### src/rtl/arch_reg_read_unit_if.sv
// arch_reg_read_unit_if: architectural register read request/response channel
interface arch_reg_read_unit_if #(
  parameter int ARCH_REG_NUM  = 32,
  parameter int REG_VAL_WIDTH = 32
);
  localparam int IW = ARCH_REG_NUM > 1 ? $clog2(ARCH_REG_NUM) : 1;
  logic                     rd_en;
  logic [IW-1:0]            read_red_addr_req;
  logic                     read_valid;
  logic [REG_VAL_WIDTH-1:0] read_value;
  modport master (output rd_en, read_red_addr_req, input read_valid, read_value);
  modport slave  (input rd_en, read_red_addr_req, output read_valid, read_value);
endinterface

### src/rtl/arch_reg_read_unit.sv
// arch_reg_read_unit: committed arch register read via retirement RAT and shared PRF slot
// Optional REQ watchdog enabled by defining ARCH_REG_READ_TIMEOUT_EN.
module arch_reg_read_unit #(
  parameter  int ARCH_REG_NUM  = 32,
  parameter  int PHYS_REG_NUM  = 64,
  parameter  int REG_VAL_WIDTH = 32,
  localparam int IW = ARCH_REG_NUM > 1 ? $clog2(ARCH_REG_NUM) : 1,
  localparam int TW = PHYS_REG_NUM > 1 ? $clog2(PHYS_REG_NUM) : 1
) (
  input  logic                     clk,
  input  logic                     reset,
  arch_reg_read_unit_if.slave      rd,
  input  logic                     retire_busy,
  output logic [IW-1:0]            rat_rd_addr,
  input  logic [TW-1:0]            rat_rd_tag,
  output logic                     prf_rd_req,
  output logic [TW-1:0]            prf_rd_addr,
  input  logic                     prf_rd_gnt,
  input  logic [REG_VAL_WIDTH-1:0] prf_rd_data
);
  typedef enum logic [2:0] {IDLE, LOOKUP, REQ, DATA, RESP, DROP} state_t;
  state_t st, nxt;
  logic [IW-1:0] addr_q;
  logic [TW-1:0] tag_q;
  logic [REG_VAL_WIDTH-1:0] value_q;
  logic zero_req, tmo, valid;
  // out-of-range indices (non-power-of-two maps) are answered like x0
  assign zero_req = rd.read_red_addr_req == '0 || {1'b0, rd.read_red_addr_req} >= (IW+1)'(ARCH_REG_NUM);
`ifdef ARCH_REG_READ_TIMEOUT_EN
  logic [7:0] cnt;
  assign tmo = cnt == 8'd254;
  always_ff @(posedge clk)
    if (reset) cnt <= '0;
    else cnt <= st == REQ ? cnt + 8'd1 : '0;
`ifndef SYNTHESIS
  always_ff @(posedge clk)
    if (!reset && st == REQ && !prf_rd_gnt && tmo) $display("[CPU_DEBUG] ARCH_REG_READ timeout reg %0d", addr_q);
`endif
`else
  assign tmo = 1'b0;
`endif
  always_ff @(posedge clk)
    if (reset) st <= IDLE;
    else st <= nxt;
  always_comb begin
    nxt = st;
    case (st)
      IDLE:    nxt = rd.rd_en ? (zero_req ? RESP : LOOKUP) : IDLE;
      LOOKUP:  nxt = retire_busy ? LOOKUP : REQ;
      REQ:     nxt = prf_rd_gnt ? DATA : (tmo ? RESP : REQ);
      DATA:    nxt = RESP;
      RESP:    nxt = DROP;
      DROP:    nxt = rd.rd_en ? DROP : IDLE;
      default: nxt = IDLE;
    endcase
  end
  always_comb begin
    prf_rd_req = st == REQ;
    valid = st == RESP;
  end
  always_ff @(posedge clk)
    if (reset) begin
      addr_q  <= '0;
      tag_q   <= '0;
      value_q <= '0;
    end else begin
      if (st == IDLE && rd.rd_en) addr_q <= rd.read_red_addr_req;
      if (st == IDLE && rd.rd_en && zero_req) value_q <= '0;
      if (st == LOOKUP && !retire_busy) tag_q <= rat_rd_tag;
      if (st == REQ && !prf_rd_gnt && tmo) value_q <= REG_VAL_WIDTH'(32'hDEADBEEF);
      if (st == DATA) value_q <= prf_rd_data;
    end
  assign rat_rd_addr   = addr_q;
  assign prf_rd_addr   = tag_q;
  assign rd.read_valid = valid;
  assign rd.read_value = value_q;
endmodule

### src/flat_wrapper.sv
// flat-port wrapper written by rule: the top's interface ports become plain ports
module arch_reg_read_unit_flat 
#(
  parameter  int ARCH_REG_NUM  = 32,
  parameter  int PHYS_REG_NUM  = 64,
  parameter  int REG_VAL_WIDTH = 32,
  localparam int IW = ARCH_REG_NUM > 1 ? $clog2(ARCH_REG_NUM) : 1,
  localparam int TW = PHYS_REG_NUM > 1 ? $clog2(PHYS_REG_NUM) : 1
)
  (clk, reset, retire_busy, rat_rd_addr, rat_rd_tag, prf_rd_req, prf_rd_addr, prf_rd_gnt, prf_rd_data, rd_rd_en, rd_read_red_addr_req, rd_read_valid, rd_read_value);
  arch_reg_read_unit_if #(.ARCH_REG_NUM(ARCH_REG_NUM), .REG_VAL_WIDTH(REG_VAL_WIDTH)) rd_i ();
  input  logic clk;
  input  logic reset;
  input  logic retire_busy;
  output logic [IW-1:0] rat_rd_addr;
  input  logic [TW-1:0] rat_rd_tag;
  output logic prf_rd_req;
  output logic [TW-1:0] prf_rd_addr;
  input  logic prf_rd_gnt;
  input  logic [REG_VAL_WIDTH-1:0] prf_rd_data;
  input wire logic [$bits(rd_i.rd_en)-1:0] rd_rd_en;
  input wire logic [$bits(rd_i.read_red_addr_req)-1:0] rd_read_red_addr_req;
  output wire logic [$bits(rd_i.read_valid)-1:0] rd_read_valid;
  output wire logic [$bits(rd_i.read_value)-1:0] rd_read_value;
  assign rd_i.rd_en = rd_rd_en;
  assign rd_i.read_red_addr_req = rd_read_red_addr_req;
  assign rd_read_valid = rd_i.read_valid;
  assign rd_read_value = rd_i.read_value;
  arch_reg_read_unit #(.ARCH_REG_NUM(ARCH_REG_NUM), .PHYS_REG_NUM(PHYS_REG_NUM), .REG_VAL_WIDTH(REG_VAL_WIDTH)) u_core (.clk(clk), .reset(reset), .rd(rd_i), .retire_busy(retire_busy), .rat_rd_addr(rat_rd_addr), .rat_rd_tag(rat_rd_tag), .prf_rd_req(prf_rd_req), .prf_rd_addr(prf_rd_addr), .prf_rd_gnt(prf_rd_gnt), .prf_rd_data(prf_rd_data));
endmodule
### config.mk
export PLATFORM = sky130hd
export DESIGN_NAME = arch_reg_read_unit_flat
export DESIGN_NICKNAME = d
export VERILOG_FILES = /design/src/rtl/arch_reg_read_unit_if.sv /design/src/rtl/arch_reg_read_unit.sv /design/src/flat_wrapper.sv
export SDC_FILE = /design/constraint.sdc
export NUM_CORES = 1
export LEC_CHECK = 0
export CAP_MARGIN = 0
export CELL_PAD_IN_SITES_DETAIL_PLACEMENT = 0
export CELL_PAD_IN_SITES_GLOBAL_PLACEMENT = 1
export CORE_AREA = 3 3 71 89
export DETAILED_ROUTE_END_ITERATION = 6
export DIE_AREA = 0 0 74 92
export PLACE_DENSITY = 0.8
export SKIP_LAST_GASP = 1
export SYNTH_ARGS = -nofsm -noshare
export SYNTH_HDL_FRONTEND = slang
export SYNTH_SLANG_ARGS = --single-unit
### constraint.sdc
create_clock -name clk -period 3.11 [get_ports clk]
set_clock_uncertainty 0.1 [all_clocks]
set_input_delay 0.311 -clock clk [delete_from_list [all_inputs] [get_ports clk]]
set_output_delay 0.311 -clock clk [all_outputs]
set_load 0.01 [all_outputs]
==> flow_summary.json, run 1 <==
{
  "drc": 0,
  "power_density_mw_per_mm2": 442,
  "yosysMostFrequentCell": "dfxtp_1",
  "grt_overflow": 0,
  "fp.dieW_um": 74,
  "r2r_start": "u_core.st[2]",
  "clk_latency_ns": 0.29,
  "drive_above_1_share": 0.0870,
  "syn_nets": 184,
  "power.share.sequential": 0.527,
  "cts_hold_buffers": 0,
  "rows": 30,
  "slew_headroom": 0.605,
  "p_clk_frac": 0.308,
  "hold_path.class": "reg2reg",
  "power_leakage_nw": 1.01,
  "synth_ff_type": "dfxtp_1",
  "swShare": 0.251,
  "synthTopCellsByCount": "46 x dfxtp_1, 32 x a22o_1, 13 x nor2_1",
  "crit_arrival_ns": 1.87,
  "io_buffer_count": 92,
  "final.min_clock_period_ns": 2.28,
  "antenna_left": 0,
  "cts_buffers": 5,
  "vias_per_cell": 4.68,
  "status": "finished clean",
  "post_cts_buffers": 0,
  "yosysSeqAreaShare": 0.557,
  "syn_area_per_cell_sq_um": 12.2,
  "antenna_found_initial": 0,
  "synthArstFlopShare": 0,
  "grt_max_degree": 24,
  "core_area_sq_mm": 0.00552,
  "crit_path_start": "u_core.st[2]",
  "die_area_sq_mm": 0.00681,
  "crit_cells": 2,
  "finalSetupViolations": 0,
  "path_delay_family": "buffers and inverters",
  "fin_crit_sh": 0.733,
  "dpl.cell_count": 286,
  "wl_per_cell_um": 13.8,
  "cts-resized-gates": 0,
  "routabilityCongestion": 0.701,
  "instances_no_fill": 294,
  "htree_levels": 2,
  "synth_area_leaders": "dfxtp_1 56%, a22o_1 17%, mux2i_1 6.7%",
  "critPathKind": "reg2out",
  "tightest_slew_ns": 0.593,
  "switching_power_w": 0.000302,
  "slowest_stage": "clkdlybuf4s50_1",
  "grt_use_total": 0.120,
  "drt-initial-drc-count": 31,
  "combPwrFrac": 0.165,
  "cts.sinks": 46,
  "synthCells": 136,
  "n_antenna_cell": 0,
  "drt-pass1-iter-count": 5,
  "syn_area_sq_mm": 0.00165,
  "crit_path_end_kind": "primary output",
  "fin_nets": 277,
  "initial_core_util": 0.300,
  "cts.clk_slew.worst_paths_ns": 0.09,
  "area_growth_pct": 64.9,
  "slowest_delay_ns": 0.61,
  "crit_path_end": "rd_read_valid",
  "dpl.hpwl_mm": 3.00,
  "ff2ff_path_depth": 4,
  "ios": 93,
  "grt_pass1_vias": 1373,
  "r2r-end": "u_core.rd.read_value[25]",
  "fillers": 509,
  "cts_buffer_depth": 2,
  "yosys_warnings": 0,
  "rsz0062_at_grt": "false",
  "grt_pass1_wl_mm": 6.49,
  "register_area_sq_um": 921,
  "hold_viol": 0,
  "p_int_w": 0.000903,
  "slew_violations": 0,
  "critPathBufInv": 1,
  "multi_input_area_sq_um": 656,
  "path_max_fanout": 11,
  "die_h_um": 92,
  "synth_edf_count": 0,
  "cp_cell_sequence": "nor3b_1 > clkdlybuf4s50_1",
  "yosysTopAreaCell": "dfxtp_1",
  "ys_seq_elements": 46,
  "cp-start-kind": "register",
  "synth_cell_type_count": 23,
  "wl_mm": 4.07,
  "peakVddDrop_mv": 0.228,
  "synth_top_area_share": 0.557,
  "crit_required_ns": 2.70,
  "reg2reg_slack_ns": 1.15,
  "root_buffer": "clkbuf_8",
  "setup_tns_ns": 0,
  "fmax_mhz": 439,
  "num_vias": 1376,
  "drv_cap": 0,
  "tritoncts": "done"
}
[power by group through the flow]
stage | logic (W) | registers (W) | clock network [W]
after floorplan | 0.0000912 | 0.000645 | 0
after global placement | 0.000201 | 0.000648 | 0
after detailed placement | 0.000202 | 0.000648 | 0
after CTS | 0.000203 | 0.000635 | 0.000393
after global routing | 0.000216 | 0.000639 | 0.000408
final | 0.000199 | 0.000634 | 0.000371
[per-layer routing]
layer | vias up | part of all wire | GRT usage
met5 | - | 0 | 0
met4 | 0 | 0.0088 | 0.0317
met3 | 4 | 0.095 | 0.0482
met2 | 58 | 0.47 | 0.186
met1 | 626 | 0.43 | 0.153
li1 | 688 | - | -
[worst min path at each step]
stage          depth (start not counted)                      from                  endpoint
2_1_floorplan                          1            prf_rd_data[0]   u_core.rd.read_value[0]
3_3_place_gp                           1  u_core.rd.read_value[28]  u_core.rd.read_value[28]
3_5_place_dp                           1  u_core.rd.read_value[17]  u_core.rd.read_value[17]
4_1_cts                                1  u_core.rd.read_value[31]  u_core.rd.read_value[31]
5_1_grt                                1  u_core.rd.read_value[18]  u_core.rd.read_value[18]
6_report                               1  u_core.rd.read_value[28]  u_core.rd.read_value[28]
[final cells by class]
class                           count  share of cell area
Clock buffer                        5              0.0253
Clock inverter                      3             0.00918
Inverter                            1             0.00138
Multi-Input combinational cell     78               0.241
Sequential cell                    46               0.338
Tap cell                           64              0.0294
Timing Repair Buffer               97               0.356
[sequential cells by signal, indices dropped and copies added, names as in the netlist]
register,count
u_core.prf_rd_addr,6
u_core.rat_rd_addr,5
u_core.rd.read_value,32
u_core.st,3
[cells by family (layout without fill, tap and decap cells)]
logic type,Yosys count,count (layout),synth area share
AO/OA/AOI/OAI,40,40,0.216
buffers and inverters,12,106,0.0477
flip-flops,46,46,0.557
multiplexers,11,11,0.0666
AND/OR/NAND/NOR,27,27,0.113
[through the flow]
| step | power (W) | util | worst slack (ns) | hold slack (ns) | instance area [sq um] |
|---|---|---|---|---|---|
| 3_5_place_dp | 0.000850 | 0.477 | 0.913 | 0.365 | 2630 |
| 6_report | 0.00120 | 0.494 | 0.830 | 0.382 | 2730 |
| 3_3_place_gp | 0.000849 | 0.477 | 0.962 | 0.361 | 2630 |
| 2_1_floorplan | 0.000736 | - | 1.38 | 0.336 | 1650 |
| 5_1_grt | 0.00126 | 0.494 | 0.665 | 0.395 | 2730 |
| 4_1_cts | 0.00123 | 0.494 | 0.799 | 0.387 | 2730 |
[cell usage in the layout (no fill, tap or decap), types with 2 or more instances in the layout]
master           instances
clkbuf_8                 5
a22o_1                  32
nor2_1                  12
clkdlybuf4s50_1         92
a21oi_1                  3
buf_4                    4
and3b_1                  2
nor4b_4                  2
nor3b_1                  3
dfxtp_1                 46
mux2i_1                 11
nand3b_1                 2
Power figures use the tool's default switching activity.
==> run 2: changes to the inputs <==
--- a/config.mk
+++ b/config.mk
@@ -8,10 +8,10 @@
 export CAP_MARGIN = 0
 export CELL_PAD_IN_SITES_DETAIL_PLACEMENT = 0
 export CELL_PAD_IN_SITES_GLOBAL_PLACEMENT = 1
-export CORE_AREA = 3 3 71 89
+export CORE_AREA = 3 3 73 92
 export DETAILED_ROUTE_END_ITERATION = 6
-export DIE_AREA = 0 0 74 92
-export PLACE_DENSITY = 0.8
+export DIE_AREA = 0 0 76 95
+export PLACE_DENSITY = 0.76
 export SKIP_LAST_GASP = 1
 export SYNTH_ARGS = -nofsm -noshare
 export SYNTH_HDL_FRONTEND = slang
==> constraint.sdc (replaced) <==
create_clock -name clk -period 2.35 [get_ports clk]
set_clock_uncertainty 0.1 [all_clocks]
set_input_delay 0.235 -clock clk [delete_from_list [all_inputs] [get_ports clk]]
set_output_delay 0.235 -clock clk [all_outputs]
set_load 0.01 [all_outputs]
==> flow_summary.json, run 2 (synthesized netlist as in run 1, its figures left out) <==
{
  "r2r_start": "u_core.st[1]",
  "grt_pass1_wl_mm": 6.72,
  "area_growth_pct": 65.4,
  "tightest_slew_ns": 0.575,
  "fin_crit_sh": 0.896,
  "wl_mm": 4.06,
  "cts.sinks": 46,
  "final.min_clock_period_ns": 2.11,
  "layout_common_cells": "92 x clkdlybuf4s50_1, 46 x dfxtp_1, 32 x a22o_1",
  "fillers": 557,
  "combPwrFrac": 0.163,
  "path_delay_family": "buffers and inverters",
  "fp.dieW_um": 76,
  "antenna_found_initial": 0,
  "crit_arrival_ns": 1.77,
  "routabilityCongestion": 0.740,
  "cts_buffers": 5,
  "register_area_sq_um": 921,
  "r2r-end": "u_core.rd.read_value[18]",
  "grt_use_total": 0.117,
  "cp-start-kind": "register",
  "largest_reg_flops": 32,
  "rows": 31,
  "drive_above_1_share": 0.0873,
  "drt-pass1-iter-count": 4,
  "drc": 0,
  "drv_cap": 0,
  "swShare": 0.237,
  "die_h_um": 95,
  "num_vias": 1360,
  "root_buffer": "clkbuf_8",
  "fin_nets": 276,
  "crit_path_end_kind": "primary output",
  "holdPathEnd": "u_core.rd.read_value[2]",
  "die_area_sq_mm": 0.00722,
  "cts_hold_buffers": 0,
  "slowest_delay_ns": 0.58,
  "peakVddDrop_mv": 0.233,
  "core_area_sq_mm": 0.00586,
  "htree_levels": 2,
  "hp-start": "u_core.rd.read_value[2]",
  "multi_input_area_sq_um": 661,
  "setup_tns_ns": 0,
  "grt_pass1_vias": 1365,
  "slowest_stage": "clkdlybuf4s50_1",
  "critPathKind": "reg2out",
  "grt_max_degree": 33,
  "dp_slack_ns": 0.281,
  "slew_violations": 0,
  "antenna_left": 0,
  "fmax_mhz": 475,
  "finalSetupViolations": 0,
  "power.share.sequential": 0.528,
  "n_antenna_cell": 0,
  "tritoncts": "done",
  "crit_required_ns": 2.02,
  "power_leakage_nw": 1.01,
  "dpl.hpwl_mm": 2.99,
  "post_cts_buffers": 0,
  "grt_overflow": 0,
  "power_density_mw_per_mm2": 582,
  "cts_buffer_depth": 2,
  "worst_slack_ns": 0.244,
  "ios": 93,
  "p_int_w": 0.00121,
  "status": "finished clean",
  "switching_power_w": 0.000378,
  "hold_path.class": "reg2reg",
  "hold_viol": 0,
  "cp_cell_sequence": "nor3b_2 > clkdlybuf4s50_1",
  "wl_per_cell_um": 13.0,
  "vias_per_cell": 4.37,
  "ff2ff_path_depth": 4,
  "io_buffer_count": 92,
  "reg2reg_slack_ns": 0.39,
  "total_power_w": 0.00159,
  "cts.clk_slew.worst_paths_ns": 0.08,
  "drt-initial-drc-count": 43,
  "rsz0062_at_grt": "false",
  "cts-resized-gates": 0,
  "clk_latency_ns": 0.29,
  "final_common_cell": "clkdlybuf4s50_1",
  "final_util": 0.467,
  "critPathBufInv": 1,
  "holdPathStages": 1,
  "path_max_fanout": 11,
  "p_clk_frac": 0.309,
  "slew_headroom": 0.615,
  "initial_core_util": 0.282
}
==> run 2: changes by cell type in the layout (fill, tap and decap cells not counted), sizes merged <==
cell,delta
buf,-1
clkbuf,+1
inv,-1
==> run 2: per-layer routing <==
layer | up-vias | GRT usage | share of wire
met3 | 2 | 0.0487 | 0.081
met4 | 0 | 0.0408 | 0.0057
met1 | 612 | 0.149 | 0.47
li1 | 687 | - | -
met5 | - | 0 | 0
met2 | 59 | 0.178 | 0.44
==> run 2: power by group through the flow <==
stage	Combinational, W	Clock (W)	Sequential [W]
6_report	0.000260	0.000491	0.000840
5_1_grt	0.000281	0.000557	0.000847
4_1_cts	0.000264	0.000519	0.000839
3_5_place_dp	0.000263	0	0.000857
3_3_place_gp	0.000261	0	0.000857
2_1_floorplan	0.000121	0	0.000853
==> run 2: area by class of cell <==
class / instances / share of cell area
Clock inverter: 2 / 0.00458
Inverter: 1 / 0.00137
Timing Repair Buffer: 96 / 0.348
Multi-Input combinational cell: 78 / 0.242
Clock buffer: 6 / 0.0302
Tap cell: 82 / 0.0375
Sequential cell: 46 / 0.337
==> run 2: worst max path at each step <==
| stage | start | endpoint | slack, ns | cells past startpoint |
|---|---|---|---|---|
| floorplan | u_core.st[0] | u_core.rd.read_value[0] | 0.62 | 5 |
| global placement | rd_read_red_addr_req[0] | u_core.rd.read_value[4] | 0.34 | 5 |
| detailed placement | rd_read_red_addr_req[0] | u_core.rd.read_value[10] | 0.28 | 5 |
| CTS | u_core.st[2] | rd_read_valid | 0.10 | 2 |
| global route | u_core.st[2] | rd_read_valid | 0.10 | 2 |
| finish | u_core.st[2] | rd_read_valid | 0.24 | 2 |
==> run 2: stage by stage <==
step | std cells | cell area [sq um] | hold WS (ns)
final | 311 | 2730 | 0.380
after global routing | 311 | 2730 | 0.395
after CTS | 311 | 2730 | 0.388
after detailed placement | 303 | 2630 | 0.363
after floorplan | 136 | 1650 | 0.260
after global placement | 303 | 2630 | 0.361
